--- src/rtl/or4_chk_pkg.sv ---
// Shared definitions for the 4-input OR response checker.
//   VEC_W      : width of the stimulus vector {d,c,b,a}
//   CNT_W      : width of the check / mismatch counters
//   state_t    : checker FSM states
//   or4_expect : reference function of the gate under test
package or4_chk_pkg;

  localparam int unsigned VEC_W = 4;
  localparam int unsigned CNT_W = 8;

  typedef enum logic [2:0] {
    ST_IDLE,
    ST_SETTLE,
    ST_CHECK,
    ST_HOLD,
    ST_DONE
  } state_t;

  function automatic logic or4_expect(input logic [VEC_W-1:0] v);
    return |v;
  endfunction

endpackage

--- src/rtl/or4_settle_det.sv ---
// Stimulus settle detector: latches the applied vector and counts how many
// consecutive cycles it has stayed unchanged.
//   clk, rstn : clock, asynchronous active-low reset
//   vec       : live stimulus vector {d,c,b,a}
//   load      : unconditionally latch vec and clear the stable counter
//   count_en  : settling in progress; relatch on change, else count
//   vec_q     : latched vector
//   changed   : live vector differs from the latched one
//   stable    : vector unchanged and counter at SETTLE_CYCLES-1
module or4_settle_det
  import or4_chk_pkg::*;
#(
  parameter int unsigned SETTLE_CYCLES = 2
) (
  input  logic             clk,
  input  logic             rstn,
  input  logic [VEC_W-1:0] vec,
  input  logic             load,
  input  logic             count_en,
  output logic [VEC_W-1:0] vec_q,
  output logic             changed,
  output logic             stable
);

  // Counter only ever needs to reach SETTLE_CYCLES-1.
  localparam int unsigned SC_W = (SETTLE_CYCLES > 1) ? $clog2(SETTLE_CYCLES) : 1;
  localparam logic [SC_W-1:0] SC_LAST = SC_W'(SETTLE_CYCLES - 1);

  logic [SC_W-1:0] cnt;

  assign changed = (vec != vec_q);
  assign stable  = !changed && (cnt == SC_LAST);

  always_ff @(posedge clk or negedge rstn) begin
    if (!rstn) begin
      vec_q <= '0;
      cnt   <= '0;
    end else if (load || (count_en && changed)) begin
      vec_q <= vec;
      cnt   <= '0;
    end else if (count_en && (cnt != SC_LAST)) begin
      cnt <= cnt + 1'b1;
    end
  end

endmodule

--- config.mk ---
export PLATFORM = sky130hd
export DESIGN_NAME = or4_settle_det
export DESIGN_NICKNAME = d
export VERILOG_FILES = /design/src/rtl/or4_chk_pkg.sv /design/src/rtl/or4_settle_det.sv
export SDC_FILE = /design/constraint.sdc
export NUM_CORES = 1
export LEC_CHECK = 0
export CAP_MARGIN = 20
export CORE_AREA = 2 2 39 41
export DETAILED_ROUTE_END_ITERATION = 10
export DIE_AREA = 0 0 41 43
export PLACE_DENSITY = 0.46
export SYNTH_ARGS = -nofsm -noshare
export SYNTH_HDL_FRONTEND = slang
export SYNTH_SLANG_ARGS = --single-unit
--- constraint.sdc ---
create_clock -name clk -period 1.2 [get_ports clk]
set_input_delay 0.3 -clock clk [delete_from_list [all_inputs] [get_ports clk]]
set_output_delay 0.3 -clock clk [all_outputs]
set_load 0.02 [all_outputs]
==> After elaboration in Yosys (flattened, before gate mapping) <==
Cells that the tools add are included.
{ "totals": {"ff_bits": 5, "word_cells": 13} }
{ "op_classes": {"addsub": 1, "eq_ne": 1, "mux": 2, "bitwise_logic": 1, "reduce_logical": 6} }
{ "op_table": {"columns": ["operator", "n"], "rows": [
  ["inequality test 4 bit", 1],
  ["logical AND 1 bit", 3],
  ["2-to-1 mux 1 bit", 2],
  ["nonzero test 2 bit", 1],
  ["adder 1 bit, second input constant", 1],
  ["zero test 1 bit", 1],
  ["logical OR 1 bit", 1],
  ["inverter 1 bit", 1]
]} }

==> Logic depth before layout (Yosys ltp) <==
{ "depth": {"ltp_word": 4, "depth_mapped": 3, "mapped_depth_nobuf": 3} }

==> Worst setup path after synthesis <==
OpenSTA, ideal clock, no wires.
{ "synth_path": {"path_type": "register to output", "startpoint": "reg vec_q[2]", "endpoint": "out stable", "t_arrival_ps": 1175, "required_time_ps": 900, "setup_slack_ps": -275, "path_stages_with_launch": 4, "path_buffers": 0, "cell_sequence": "dfrtp_1 -> xnor2_1 -> nand4_2 -> nor2_2"} }
{ "synth_via": {"elab_chain_cells": 3} }
{ "synth_rtl": {"columns": ["element", "line", "rtl"], "rows": [
  ["from (decl)", "or4_settle_det.sv:20", "output logic [VEC_W-1:0] vec_q,"],
  ["from (signal assigned)", "or4_settle_det.sv:39", "vec_q <= vec;"],
  ["inequality test 4 bit", "or4_settle_det.sv:31", "assign changed = (vec != vec_q);"],
  ["via changed", "or4_settle_det.sv:21", "output logic changed,"],
  ["zero test 1 bit", "or4_settle_det.sv:32", "assign stable = !changed && (cnt == SC_LAST);"],
  ["logical AND 1 bit", "or4_settle_det.sv:32", null],
  ["to (decl)", "or4_settle_det.sv:22", "output logic stable"]
]} }
The timed path passes the listed nets, and every way through them passes these cells.

==> Final worst setup path <==
{ "layout_path": {"startpoint": "reg vec_q[1]", "endpoint": "out changed"} }
{ "layout_via": {"elab_chain_cells": 1} }
{ "layout_rtl": {"columns": ["element", "line"], "rows": [
  ["inequality test 4 bit", "or4_settle_det.sv:31"],
  ["to (decl)", "or4_settle_det.sv:21"]
]} }
No other way between the ends.

==> results.cfg <==
[run_status]
status = finished, violations left
failed_checks = negative setup slack

[synthesis]
syn-cell-area_um2 = 279
syn-num-nets = 28
ys_ff_latch = 5
ys_types = 9
yosysSeqAreaShare_pct = 44.8
netlist_instances = 20
yosysWarnings = 0
syn_avg_cell_area_um2 = 14.0

[pwr]
power.share.switching_pct = 27.6
pwr_density_cell_nw_per_um2 = 1000
power_uw = 602
p_leak_nw = 0.269
intPower_uw = 436
p_seq_share_pct = 32.6
ir_worst_vdd_v = 0.000418
comb_power_share_pct = 33.9
clkPwrFrac_pct = 33.5
p_switching_uw = 166

[floorplan]
io_pins = 14
dieArea_um2 = 1760
core_um2 = 1380
initial_core_util_pct = 20.2
rows = 14
die_y_um = 43
die_w_um = 41

[final_layout]
fin_util_pct = 43.3
layout.nets = 56
fin_cells = 63
fillCellCount = 143
area_growth_pct = 115
diodes = 0
drive_gt1_share_pct = 74.5

[global_routing]
grt_pass1_wl_um = 1170
grt_max_degree = 6
grt_pass1_vias = 259
antenna_found_initial = 0
grt-ovfl-total = 0
track_usage_pct = 10.5

[clock_network]
cts_inserted_buffers = 3
cts_max_level = 1
clock_path_buffers = 2
clock_sinks = 5
clkTransAtPathRegs_ns = 0.05
root_buffer = clkbuf_4
cts_tree = yes
clkLatencyLatePin_ns = 0.24
cts.hold.buffers_added = 0

[sta]
slew-limit-headroom_pct = 83.1
clock_skew_ns = 0.00421
slew_viol_final = 0
setup_viol = 5
finalHoldViolCount = 0
rsz0062_at_grt = yes
final.setup.worst_slack_ns = -0.334
worst_slew_pin_slew_ns = 0.252
post-route-period-util_pct = 128
clock.fmax_mhz = 652
period_needed_ns = 1.53

[detailed_routing]
num_vias = 249
wire_per_inst_um = 10.4
drt-pass1-iter-count = 1
drt_iter0_markers = 0
vias_per_cell = 3.95
routed_wl_um = 655
drc_errors = 0
ant_nets = 0

[critical_path]
required_ns = 0.90
cp-start-kind = register
cp.arrival_ns = 1.23
cp-end-kind = primary output
crit_type = reg -> out
reg2regPathDepth = 5
crit_fanout = 2

[flow_run]
max-cap-violations = 0

[place]
port_buffers = 13
gp_congestion = 0.616
dp_hpwl_um = 504
placed_cells = 55
dp_slack_ns = -0.951

[worst_hold_path]
min_path_type = in -> async
final cells by class:
class	count	area, um^2	area share [%]
clock buffer	4	26.3	4.38
inverter	1	3.75	0.626
multi-input combinational	14	194	32.4
sequential	5	130	21.7
tap	16	20.0	3.34
timing repair buffer	23	225	37.6
stage by stage:
stage	cell area, um^2	hold slack, ns	setup TNS, ns
2_1_floorplan	328	0.00441	-0.133
3_3_place_gp	523	0.549	-3.70
3_5_place_dp	523	0.553	-3.82
4_1_cts	581	0.291	-0.924
5_1_grt	599	0.296	-1.13
6_report	599	0.288	-0.873
worst max-delay path, cell delays in order (launching register included):
cell,delay (ns)
dfrtp_2,0.42
xnor2_2,0.17
nand4_4,0.14
buf_6,0.14
buf_6,0.12
layout by cell type, fill, tap and decap left out:
cell             synthesis  final
dfrtp_1                  5      1
xnor2_2                  0      4
dlygate4sd2_1            0      5
clkbuf_4                 0      3
inv_1                    1      1
o22ai_2                  1      1
nand4_4                  0      1
nor2_4                   1      2
nand2b_1                 2      2
dfrtp_2                  0      4
buf_6                    0     11
clkbuf_1                 0      1
clkdlybuf4s50_1          0      2
buf_4                    0      5
mux2_4                   4      4
cells in the mapped netlist, drive strengths merged:
library cell  n  area share, %
nand4         1            4.5
xnor2         4             13
nor2          2            6.3
dfrtp         5             45
o22ai         1            4.5
mux2          4             22
nand2b        2            4.5
inv           1            1.3
cells by family (layout without fill, tap and decap cells):
logic type      Yosys count  in the layout  synth area share, %
xor+xnor                  4              4                 12.6
compound gates            1              1                 4.48
buf+inv                   1             28                 1.34
flops                     5              5                 44.8
mux                       4              4                 21.5
simple gates              5              5                 15.2
metal layers:
metal	up-vias	global-route usage (%)	routed length, um
li1	123	-	-
met1	118	13.7	249
met2	8	13.4	359
met3	0	3.66	45
met4	0	8.00	0
met5	-	0	0
state kept, by name, indices dropped and copies added (netlist names):
name / cells
vec_q: 4
cnt: 1
power by group through the flow:
stage,Sequential [mW],Combinational [mW],Clock (mW)
after floorplan,0.215,0.0731,0
after global placement,0.198,0.179,0
after detailed placement,0.198,0.181,0
after global routing,0.198,0.218,0.223
after CTS,0.197,0.197,0.211
final,0.196,0.204,0.201
path summary, 6_finish.rpt:
kind	startpoint	end	slack, ns
max	vec_q[1]$_DFFE_PN0P_	changed	-0.33
max reg2reg	vec_q[1]$_DFFE_PN0P_	cnt$_DFFE_PN0P_	0.05
min reg2reg	cnt$_DFFE_PN0P_	cnt$_DFFE_PN0P_	0.57
min in group clk	load	cnt$_DFFE_PN0P_	0.50
min	rstn	cnt$_DFFE_PN0P_	0.29
max in group asynchronous	rstn	vec_q[1]$_DFFE_PN0P_	0.69
what timing repair did:
item | CTS | global route
resized for setup | 45 | 3
buffers inserted | 2 | 4
pin swaps | 7 | 5
endpoints found under the setup margin | 8 | 7
Note: power is estimated with default switching activity, not from simulation.
